## config.mk

```make
export PLATFORM = sky130hd
export DESIGN_NAME = writeback_unit
export DESIGN_NICKNAME = d
export VERILOG_FILES = /design/src/rtl/wb_pkg.sv /design/src/rtl/wb_fifo.sv /design/src/rtl/writeback_unit.sv
export SDC_FILE = /design/constraint.sdc
export NUM_CORES = 1
export LEC_CHECK = 0
export CORE_MARGIN = 5
export CORE_UTILIZATION = 50
export DETAILED_ROUTE_END_ITERATION = 8
export PLACE_DENSITY_LB_ADDON = 0.25
export SLEW_MARGIN = 15
export SYNTH_ARGS = -nofsm -noshare
export SYNTH_HDL_FRONTEND = slang
export SYNTH_SLANG_ARGS = --single-unit
```

## constraint.sdc

```tcl
create_clock -name clk -period 3.5 [get_ports clk]
set_input_delay 0.7 -clock clk [delete_from_list [all_inputs] [get_ports clk]]
set_output_delay 0.7 -clock clk [all_outputs]
set_load 0.1 [all_outputs]
```

## src/rtl/wb_pkg.sv

```systemverilog
// Shared widths and the pending-write entry type for the write-back stage.
package wb_pkg;
  localparam int DATA_W   = 16;
  localparam int ADDR_W   = 3;
  localparam int WB_DEPTH = 4;

  typedef struct packed {
    logic [ADDR_W-1:0] addr;
    logic [DATA_W-1:0] data;
  } wb_entry_t;
endpackage

```

## src/rtl/wb_fifo.sv

```systemverilog
// Circular pending-write buffer; exposes every slot in age order (index 0 = oldest)
// so the forwarding search can scan it combinationally.
module wb_fifo
  import wb_pkg::*;
#(
  parameter  int DEPTH = WB_DEPTH,
  localparam int PTR_W = $clog2(DEPTH),
  localparam int CNT_W = $clog2(DEPTH + 1)
) (
  input  logic             clk,
  input  logic             reset,
  input  logic             push,
  input  wb_entry_t        push_entry,
  input  logic             pop,
  output wb_entry_t        head,
  output logic [CNT_W-1:0] count,
  output wb_entry_t        view [DEPTH],
  output logic [DEPTH-1:0] view_valid
);

  logic [PTR_W-1:0] wr_ptr;
  logic [PTR_W-1:0] rd_ptr;
  wb_entry_t        mem [DEPTH];

  // Storage carries no reset; only the pointers and count decide what is valid.
  always_ff @(posedge clk) begin
    if (push) mem[wr_ptr] <= push_entry;
  end

  always_ff @(posedge clk or negedge reset) begin
    if (!reset) begin
      wr_ptr <= '0;
      rd_ptr <= '0;
      count  <= '0;
    end else begin
      if (push) wr_ptr <= wr_ptr + 1'b1;
      if (pop)  rd_ptr <= rd_ptr + 1'b1;
      case ({push, pop})
        2'b10:   count <= count + 1'b1;
        2'b01:   count <= count - 1'b1;
        default: count <= count;
      endcase
    end
  end

  assign head = mem[rd_ptr];

  always_comb begin
    view_valid = '0;
    for (int i = 0; i < DEPTH; i++) begin
      view[i]       = mem[PTR_W'(rd_ptr + PTR_W'(i))];
      view_valid[i] = (CNT_W'(i) < count);
    end
  end

endmodule

```

## src/rtl/writeback_unit.sv

```systemverilog
// Write-back stage: selects ALU/memory result, queues register writes and drains them
// into the register file on cycles where decode leaves the port free; forwards pending values.
module writeback_unit
  import wb_pkg::*;
#(
  parameter  int DATA_W = wb_pkg::DATA_W,
  parameter  int ADDR_W = wb_pkg::ADDR_W,
  parameter  int DEPTH  = WB_DEPTH,
  localparam int CNT_W  = $clog2(DEPTH + 1)
) (
  input  logic              clk,
  input  logic              reset,
  input  logic              wb_valid,
  output logic              wb_ready,
  input  logic              wb_reg_write,
  input  logic              wb_mem_to_reg,
  input  logic [DATA_W-1:0] wb_alu_result,
  input  logic [DATA_W-1:0] wb_mem_data,
  input  logic [ADDR_W-1:0] wb_dest,
  input  logic              rf_read_busy,
  output logic              rf_write_enable,
  output logic [ADDR_W-1:0] rf_write_addr,
  output logic [DATA_W-1:0] rf_write_data,
  input  logic [ADDR_W-1:0] fwd_addr1,
  input  logic [ADDR_W-1:0] fwd_addr2,
  output logic              fwd_hit1,
  output logic              fwd_hit2,
  output logic [DATA_W-1:0] fwd_data1,
  output logic [DATA_W-1:0] fwd_data2,
  output logic [CNT_W-1:0]  pending_count,
  output logic              empty
);

  wb_entry_t        push_entry;
  wb_entry_t        head;
  wb_entry_t        view [DEPTH];
  logic [DEPTH-1:0] view_valid;
  logic [CNT_W-1:0] count;
  logic             push;
  logic             pop;

  // Accept / select: non-writing instructions are consumed without a push.
  assign wb_ready        = (count < CNT_W'(DEPTH));
  assign push            = wb_valid && wb_ready && wb_reg_write;
  assign push_entry.addr = wb_dest;
  assign push_entry.data = wb_mem_to_reg ? wb_mem_data : wb_alu_result;

  // Drain only when decode is not reading; a same-edge push into an empty queue waits a cycle.
  assign pop = !rf_read_busy && (count != '0);

  wb_fifo #(.DEPTH(DEPTH)) u_fifo (
    .clk        (clk),
    .reset      (reset),
    .push       (push),
    .push_entry (push_entry),
    .pop        (pop),
    .head       (head),
    .count      (count),
    .view       (view),
    .view_valid (view_valid)
  );

  // Register-file write port: one-cycle strobe per drained entry, addr/data hold otherwise.
  always_ff @(posedge clk or negedge reset) begin
    if (!reset) begin
      rf_write_enable <= 1'b0;
      rf_write_addr   <= '0;
      rf_write_data   <= '0;
    end else begin
      rf_write_enable <= pop;
      if (pop) begin
        rf_write_addr <= head.addr;
        rf_write_data <= head.data;
      end
    end
  end

  assign pending_count = count;
  assign empty         = (count == '0) && !rf_write_enable;

  // In-flight write is lowest priority; scanning oldest->youngest lets the youngest match win.
  always_comb begin
    fwd_hit1  = rf_write_enable && (rf_write_addr == fwd_addr1);
    fwd_hit2  = rf_write_enable && (rf_write_addr == fwd_addr2);
    fwd_data1 = fwd_hit1 ? rf_write_data : '0;
    fwd_data2 = fwd_hit2 ? rf_write_data : '0;
    for (int i = 0; i < DEPTH; i++) begin
      if (view_valid[i] && (view[i].addr == fwd_addr1)) begin
        fwd_hit1  = 1'b1;
        fwd_data1 = view[i].data;
      end
      if (view_valid[i] && (view[i].addr == fwd_addr2)) begin
        fwd_hit2  = 1'b1;
        fwd_data2 = view[i].data;
      end
    end
  end

endmodule

```

; ---- Word level (Yosys, flattened, before mapping)
; Memories as Yosys holds them, arrays and structs flattened.
; Index checks and enable logic that the tools add are counted.
[classes]
eq_ne = 12
magnitude_cmp = 5
n_addsub = 6
mux = 22
n_reduce_logical = 19
[ops]
columns = operator, n
row1 = 16-bit 2-to-1 mux, 11
row2 = 3-bit equality test, 10
row3 = 1-bit logical AND, 14
row4 = 1-bit 2-to-1 mux, 10
row5 = "1-bit by 3-bit < comparator with 1-bit output, first input constant", 2
row6 = "2-bit by 3-bit < comparator with 1-bit output, first input constant", 2
row7 = 3-bit case mux with 2 select lines, 1
row8 = "2-bit by 1-bit adder with 2-bit output, second input constant", 2
row9 = "2-bit adder, second input constant", 2
row10 = "3-bit by 1-bit adder with 3-bit output, second input constant", 1
row11 = 3-bit logical NOT, 1
row12 = "3-bit < comparator, second input constant", 1
row13 = 3-bit nonzero test, 1
row14 = "3-bit by 1-bit subtractor with 3-bit output, second input constant", 1
row15 = "2-bit by 1-bit equality test with 1-bit output, second input constant", 1
row16 = "2-bit equality test, second input constant", 1
row17 = 1-bit logical NOT, 2
row18 = 2-bit nonzero test, 1
[totals]
memories = 1
ramBits = 76
out_inout_bits = 59
word_cells = 71
register_bits = 27
[mem_list]
columns = memory, depth, word_bits, read_ports, rd_ports_with_merged_regs, write_ports, line_no
row1 = u_fifo.mem, 4, 19, 4, 0, 1, wb_fifo.sv:23  ; wb_entry_t mem [DEPTH];

; ---- Depth between registers and ports, before layout
; Gate-level depths: netlist of the first run.
[depth]
word_depth = 7
mapped_depth = 11
mapped_depth_nobuf = 7

; ---- Hierarchy
; Synthesis of the first run repeated with hierarchy kept, for this count alone.
[hier_totals]
hier_cells = 567
hier_area_um2 = 7370.8
[by_module_without_submodules]
columns = module, cells_each, area_each_um2, n_inst
row1 = wb_fifo, 231, 4752.1, 1
row2 = writeback_unit, 336, 2618.8, 1

; ---- Worst setup path after synthesis of the first run
; OpenSTA, ideal clock, no wires.
[synth_timing]
path_type = register to output
from = register u_fifo.count[2]
to = output fwd_data1[10]
stages_incl_launch_ff = 7
required_time_ps = 2800
path_buffers = 1
arrival_time_ps = 4557
slack_ps = -1757
path_cell_list = dfrtp_1 inv_1 o21ai_1 o211a_1 clkbuf_1 a221oi_2 o221ai_1
[synth_between]
elab_chain_len = 6
word_cells_on_any_way = 12
classes_between = 4 x order compare / 4 x mux / 4 x reduce/logical
[synth_rtl]
columns = item, line_no
row1 = start: declaration, wb_fifo.sv:16  ; output logic [CNT_W-1:0] count,
row2 = start signal: assignment, wb_fifo.sv:39  ; 2'b10: count <= count + 1'b1;
row3 = start signal: assignment, wb_fifo.sv:40  ; 2'b01: count <= count - 1'b1;
row4 = start signal: assignment, wb_fifo.sv:41  ; default: count <= count;
row5 = 1-bit by 3-bit < comparator with 1-bit output, wb_fifo.sv:52  ; view_valid[i] = (CNT_W'(i) < count);
row6 = 1-bit logical AND, writeback_unit.sv:88  ; if (view_valid[i] && (view[i].addr == fwd_addr1)) begin
row7 = 16-bit 2-to-1 mux (3 in a row), writeback_unit.sv:88
row8 = 16-bit 2-to-1 mux *, writeback_unit.sv:88
row9 = end: declaration, writeback_unit.sv:28  ; output logic [DATA_W-1:0] fwd_data1,
; Every way passes the cells marked *; elsewhere a longest branch is shown, timed or not.

; ---- Final worst setup path of the first run
[layout_timing]
from = input fwd_addr1[0]
to = output fwd_data1[5]
[layout_between]
elab_chain_len = 7
word_cells_on_any_way = 15
classes_between = 5 x eq/ne / 5 x mux / 5 x reduce/logical
[layout_rtl]
columns = item, line_no
row1 = start: declaration, writeback_unit.sv:24  ; input logic [ADDR_W-1:0] fwd_addr1,
row2 = 3-bit equality test, writeback_unit.sv:83  ; fwd_hit1 = rf_write_enable && (rf_write_addr == fwd_addr1);
row3 = 1-bit logical AND, writeback_unit.sv:83
row4 = 16-bit 2-to-1 mux, writeback_unit.sv:85  ; fwd_data1 = fwd_hit1 ? rf_write_data : '0;
row5 = 16-bit 2-to-1 mux (3 in a row), writeback_unit.sv:88
row6 = 16-bit 2-to-1 mux *, writeback_unit.sv:88
; Marked as above.

==> results of run 1 <==
metal layers:
metal	up-vias	wire length, um
met2	310	11100
met3	61	1950
met5	-	0
met1	3215	10800
met4	0	641
li1	2933	-
worst min path at each step:
stage                           startpoint          endpoint  slack, ns  cells past startpoint
after floorplan                      reset  rf_write_addr[0]       0.40                      0
after global placement    rf_write_data[3]  rf_write_data[3]       0.55                      1
after detailed placement   u_fifo.count[1]   u_fifo.count[1]       0.56                      2
after CTS                  u_fifo.count[1]   u_fifo.count[1]       0.58                      2
after global routing       u_fifo.count[0]   u_fifo.count[0]       0.62                      1
final                      u_fifo.count[0]   u_fifo.count[0]       0.58                      1
synthesized netlist by cell type (all sizes together), types with 4 or more instances:
cell | count | area share [%]
mux4 | 7 | 2.1
clkbuf | 42 | 2.2
o221ai | 64 | 7.6
nor2b | 14 | 1.2
xnor2 | 24 | 2.9
ha | 9 | 1.5
a211oi | 28 | 2.9
nor2 | 37 | 2.0
mux2i | 48 | 6.5
dfrtp | 27 | 9.2
edfxtp | 76 | 31
nand2 | 23 | 1.2
buf | 22 | 1.9
a21oi | 31 | 2.1
mux2 | 53 | 8.1
a221oi | 32 | 4.7
or2 | 46 | 3.9
xor2 | 17 | 2.0
nor3 | 6 | 0.41
inv | 8 | 0.41
o21ai | 35 | 2.4
and2 | 18 | 1.5
nand4 | 4 | 0.34
layout by cell type, fill, tap and decap left out, drive strengths merged, types with 3 or more instances in the layout:
cell type | netlist | layout
buf | 22 | 129
edfxtp | 76 | 76
o221ai | 64 | 64
mux2 | 53 | 53
mux2i | 48 | 48
or2 | 46 | 46
clkdlybuf4s50 | 0 | 46
nor2 | 37 | 38
o21ai | 35 | 35
a221oi | 32 | 32
a21oi | 31 | 31
a211oi | 28 | 28
dfrtp | 27 | 27
xnor2 | 24 | 24
nand2 | 23 | 23
and2 | 18 | 18
xor2 | 17 | 17
nor2b | 14 | 14
clkbuf | 42 | 13
ha | 9 | 9
inv | 8 | 8
mux4 | 7 | 7
nor3 | 6 | 6
nand4 | 4 | 4
dlygate4sd2 | 0 | 4
clkinvlp | 0 | 3
through the flow:
stage | TNS (ns) | utilization, % | setup slack [ns] | hold WS (ns)
after floorplan | -1.38 | - | -0.225 | 0.404
after global placement | -5.11 | 66.9 | -0.224 | 0.554
after detailed placement | -5.77 | 66.9 | -0.233 | 0.561
after CTS | -3.21 | 72.9 | -0.120 | 0.576
after global routing | -6.65 | 74.9 | -0.255 | 0.616
final | -3.88 | 74.9 | -0.168 | 0.576
cell families (layout without fill, tap and decap cells):
family                   after synthesis  count (layout)
XOR/XNOR                              41              41
buffers and inverters                 72             206
AND/OR/NAND/NOR                      161             162
adder cells (fa/ha/maj)                9               9
AO/OA/AOI/OAI                        194             194
flip-flops                           103             103
multiplexers                         108             108
registers in the layout, summed over array words and instances (netlist names):
name / flops
rf_write_addr: 3
u_fifo.count: 3
u_fifo.wr_ptr: 2
u_fifo.mem: 76
rf_write_data: 16
u_fifo.rd_ptr: 2
rf_write_enable: 1
layout make-up:
class | count | area (sq um) | area share, %
clock inverters | 5 | 41.3 | 0.381
repair buffers | 183 | 2240 | 20.7
multi-input cells | 514 | 5100 | 47.0
flip-flops and latches | 103 | 2970 | 27.4
inverters | 8 | 33.8 | 0.311
clock buffers | 10 | 229 | 2.11
well taps | 184 | 230 | 2.12
timing repair:
item                       4_1_cts  5_1_grt
setup endpoints to repair       34       34
resized for setup               70       27
cloned                           3        3
pin swaps                       21       10
buffers inserted                 8        5
hold buffers                     0        0
critical path, stage by stage:
cell and delay [ns]:
clkdlybuf4s50_1 0.57, buf_4 0.19, xnor2_1 0.07, nor3_1 0.26, o211a_2 0.40, buf_12 0.22, a221oi_4 0.05, o221ai_4 0.26
buf_12 0.21
==> results.yml, run 1 <==
synthesis:
  synthSimpleGateAreaFrac_pct: 12.1
  synthesis.area_sq_um: 7370
  synth_top_family_by_area: "compound AO/OA/AOI/OAI gates"
  yosysSeqAreaShare_pct: 40.1
  ys_seq_elements: 103
  async_reset_ff_share_pct: 26.2
  synth-xor-area-share_pct: 4.87
  yosys_warnings: 0
  synth_mux_area_share_pct: 16.8
  syn_inst: 688
  synthAdderAreaFrac_pct: 1.53
  synth_compound_area_share_pct: 20.1
  synth_nets: 744
  ys.flop_type: "edfxtp_1"
  synth_edf_count: 76
  synth_cell_types: 40
  synth_area_per_cell_sq_um: 10.7
grt:
  grt_max_degree: 65
  grt-ovfl-total: 0
  use_met2_pct: 40.1
  use_met3_pct: 6.73
  gr-usage-all-layers_pct: 26.6
  top_usage_layer: "met2"
  grt_pass1_vias: 6400
  grt_util_met1_pct: 38.9
  grt_first_pass_wirelength_um: 36800
  antenna_found_initial: 0
setup_path:
  arrival_ns: 2.97
  start_kind: "primary input"
  criticalPathCategory: "primary input to primary output"
  crit_fanout: 10
  startpoint: "fwd_addr1[0]"
  regToRegEndpoint: "rf_write_data[1]"
  worstSetupEndpoint: "fwd_data1[5]"
  reg2reg_slack_ns: 1.31
  reg2reg_from: "u_fifo.rd_ptr[1]"
  r2r_cells: 6
  required_ns: 2.80
  endpoint_kind: "primary output"
cells_and_area:
  final_area_sq_um: 10900
  n_fill_cell: 960
  final_cells: 1007
  insertedDiodeCount: 0
  nets: 875
  drive_gt1_share_pct: 42.8
  syn2layout_area_growth_pct: 47.3
clock_network:
  clk_pin_slew_worst_paths_ns: 0.07
  cts_buffers: 9
  clk_latency_ns: 0.36
  cts_root_buf: "clkbuf_16"
  ctsHtreeMaxLevel: 3
  cts_tree: "built"
  clock-sinks: 103
  clockBufferDepth: 2
hold_path:
  hold_class: "flip-flop to flip-flop"
timing:
  fmax_mhz: 273
  finalHoldViolations: 0
  rsz0062_at_grt: "yes"
  fin_skew_ns: 0.0121
  final_max_slew_viol_count: 0
  period_share_pct: 105
  setup_ws_ns: -0.168
  min_period_ns: 3.67
  setup_viol: 34
  max_slew.worst_pin.slew_ns: 0.983
  slew_headroom_pct: 34.5
die:
  fp.dieH_um: 131
  coreArea_sq_um: 14500
  die_x_um: 131
  num_rows: 44
  initial_core_util_pct: 50.9
  ios: 106
  dieArea_sq_um: 17300
placed_design:
  portBuffers: 105
  dp_hpwl_um: 16500
  place_inst: 973
  place_area_sq_um: 9680
  routabilityCongestion: 0.868
route:
  wl_per_cell_um: 24.3
  ant_nets: 0
  avgViaCountPerCell: 6.47
  dr.pass1.iters: 6
  drc_errors: 0
  vias: 6519
  drt_iter0_markers: 706
  drt_wl_total_um: 24500
outcome:
  status: "finished with violations"
  violations: "setup timing"
run:
  timing.max_cap.violations: 0
Power of run 1 is left out: the tool's default activity adds up to more than one toggle a clock period on the data nets, which glitch-free logic cannot reach.
==> inputs of run 2 (changes only) <==
Clock period 3.5 ns to 3.85 ns, I/O delays scaled along.
==> run 2 against run 1 <==
The flow still finishes with violations (setup timing). Flip-flop and latch count did not move. Via count fell by 1.6%. Clock skew fell by 0.0011 ns. Critical path type is now flip-flop to primary output. Largest cell class unchanged.
==> results.yml, run 2 (same netlist as run 1, synthesis figures left out) <==
outcome:
  status: "finished with violations"
  violations: "setup timing"
timing:
  rsz0062_at_grt: "yes"
  fmax_mhz: 257
  slew_headroom_pct: 34.6
  final_max_slew_viol_count: 0
  fin_skew_ns: 0.0110
  finalHoldViolations: 0
  max_slew.worst_pin.slew_ns: 0.978
  period_share_pct: 101
  setup_viol: 3
  setup_ws_ns: -0.0405
  min_period_ns: 3.89
cells_and_area:
  insertedDiodeCount: 0
  drive_gt1_share_pct: 36.6
  layout_common_cells: "edfxtp_1 (76), clkdlybuf4s50_1 (66), mux2_2 (53)"
  n_fill_cell: 1010
  final_cells: 985
  mostFrequentLayoutCell: "edfxtp_1"
  reg.largest.list: "u_fifo.mem (76), rf_write_data (16)"
  nets: 852
  largest_reg_flops: 76
  largest_register: "u_fifo.mem"
  syn2layout_area_growth_pct: 41.0
hold_path:
  hold-path-endpoint: "u_fifo.count[1]"
  hold_class: "flip-flop to flip-flop"
  worstHoldStart: "u_fifo.count[1]"
  min_path_cells: 2
grt:
  antenna_found_initial: 0
  gr-usage-all-layers_pct: 25.7
  grt_first_pass_wirelength_um: 35500
  grt_max_degree: 94
  grt_pass1_vias: 6252
  grt-ovfl-total: 0
setup_path:
  arrival_ns: 3.12
  crit_chain: "buf_4 -> mux4_2 -> xor2_2 -> nor4_4 -> buf_4 -> nor2_2 -> buf_4 -> a221oi_2 -> o221ai_4 -> buf_12"
  reg2reg_slack_ns: 1.66
  crit_top_cell: "buf_4"
  endpoint_kind: "primary output"
  critical_path.max_stage_delay_ns: 0.62
  required_ns: 3.08
  r2r_cells: 8
  reg2reg_from: "u_fifo.count[0]"
  regToRegEndpoint: "u_fifo.count[2]"
  criticalPathCategory: "flip-flop to primary output"
  crit_fanout: 7
  start_kind: "flip-flop"
  cp_slowest_cell: "mux4_2"
placed_design:
  portBuffers: 105
  routabilityCongestion: 0.850
  place_inst: 948
  dp_slack_ns: -0.282
  dp_hpwl_um: 16300
die:
  coreArea_sq_um: 14500
  fp.dieH_um: 131
  num_rows: 44
  die_x_um: 131
  initial_core_util_pct: 50.9
  ios: 106
  dieArea_sq_um: 17300
route:
  drc_errors: 0
  wl_per_cell_um: 24.6
  avgViaCountPerCell: 6.51
  ant_nets: 0
  drt_iter0_markers: 880
  drt_wl_total_um: 24200
  dr.pass1.iters: 6
  vias: 6415
run:
  timing.max_cap.violations: 0
clock_network:
  cts_buffers: 9
  clk_pin_slew_worst_paths_ns: 0.08
  clk_latency_ns: 0.36
  ctsHtreeMaxLevel: 3
  clockBufferDepth: 2
  cts_tree: "built"
  cts_root_buf: "clkbuf_16"
  clock-sinks: 103
## run 2: cell count changes in the layout (fill, tap and decap cells not counted), moves of 4 or more
cell	delta
a221oi_4	-12
buf_12	-8
a221oi_2	+4
dlymetal6s2s_1	+4
dlygate4sd2_1	-4
clkdlybuf4s50_1	+20
a221oi_1	+8
buf_4	-33
## run 2: timing repair
item                       in CTS  in global routing
hold buffers                    0                  0
buffers inserted                0                 16
pin swaps                       1                  9
cloned                          0                  5
setup endpoints to repair      33                 34
resized for setup              10                 42
## run 2: layout make-up
class	instances	area [sq um]	share of cell area, %
clock inverters	7	75.1	0.723
multi-input cells	515	4870	46.9
repair buffers	159	1980	19.1
clock buffers	9	225	2.17
inverters	8	33.8	0.325
well taps	184	230	2.22
flip-flops and latches	103	2970	28.6
## run 2: critical path, delay by kind of cell (launching register included)
kind | cells | cell delay, ns
AND/OR/NAND/NOR | 2 | 0.48
XOR/XNOR | 1 | 0.22
multiplexers | 1 | 0.62
flip-flops | 1 | 0.43
AO/OA/AOI/OAI | 2 | 0.28
buffers and inverters | 4 | 0.73
## run 2: worst max-delay path by stage
| stage | start | endpoint | cells after the start |
|---|---|---|---|
| after floorplan | fwd_addr1[2] | fwd_data1[0] | 7 |
| after global placement | fwd_addr2[2] | fwd_data2[2] | 9 |
| after detailed placement | fwd_addr1[0] | fwd_data1[14] | 8 |
| after CTS | u_fifo.rd_ptr[0] | fwd_data1[3] | 7 |
| after global routing | u_fifo.rd_ptr[0] | fwd_data1[1] | 9 |
| final | u_fifo.rd_ptr[0] | fwd_data1[12] | 10 |
## run 2: routing by layer
| metal | global-route usage, % | wire length, um | up-vias | part of all wire, % |
|---|---|---|---|---|
| met5 | 0 | 0 | - | 0 |
| met4 | 6.91 | 604 | 0 | 2.5 |
| met3 | 8.75 | 2190 | 57 | 9.1 |
| met2 | 37.8 | 10800 | 336 | 45 |
| met1 | 36.5 | 10600 | 3129 | 44 |
| li1 | - | - | 2893 | - |
## run 2: per-stage QoR
stage / utilization (%) / cell area [sq um] / setup TNS, ns / hold slack, ns
floorplan: - / 7890 / -0.199 / 0.474
global placement: 66.0 / 9550 / -3.46 / 0.546
detailed placement: 66.0 / 9550 / -5.03 / 0.553
CTS: 68.5 / 9920 / -0.00177 / 0.569
global route: 71.7 / 10400 / -0.772 / 0.625
finish: 71.7 / 10400 / -0.0889 / 0.605
Power of run 2 is left out for the same reason.
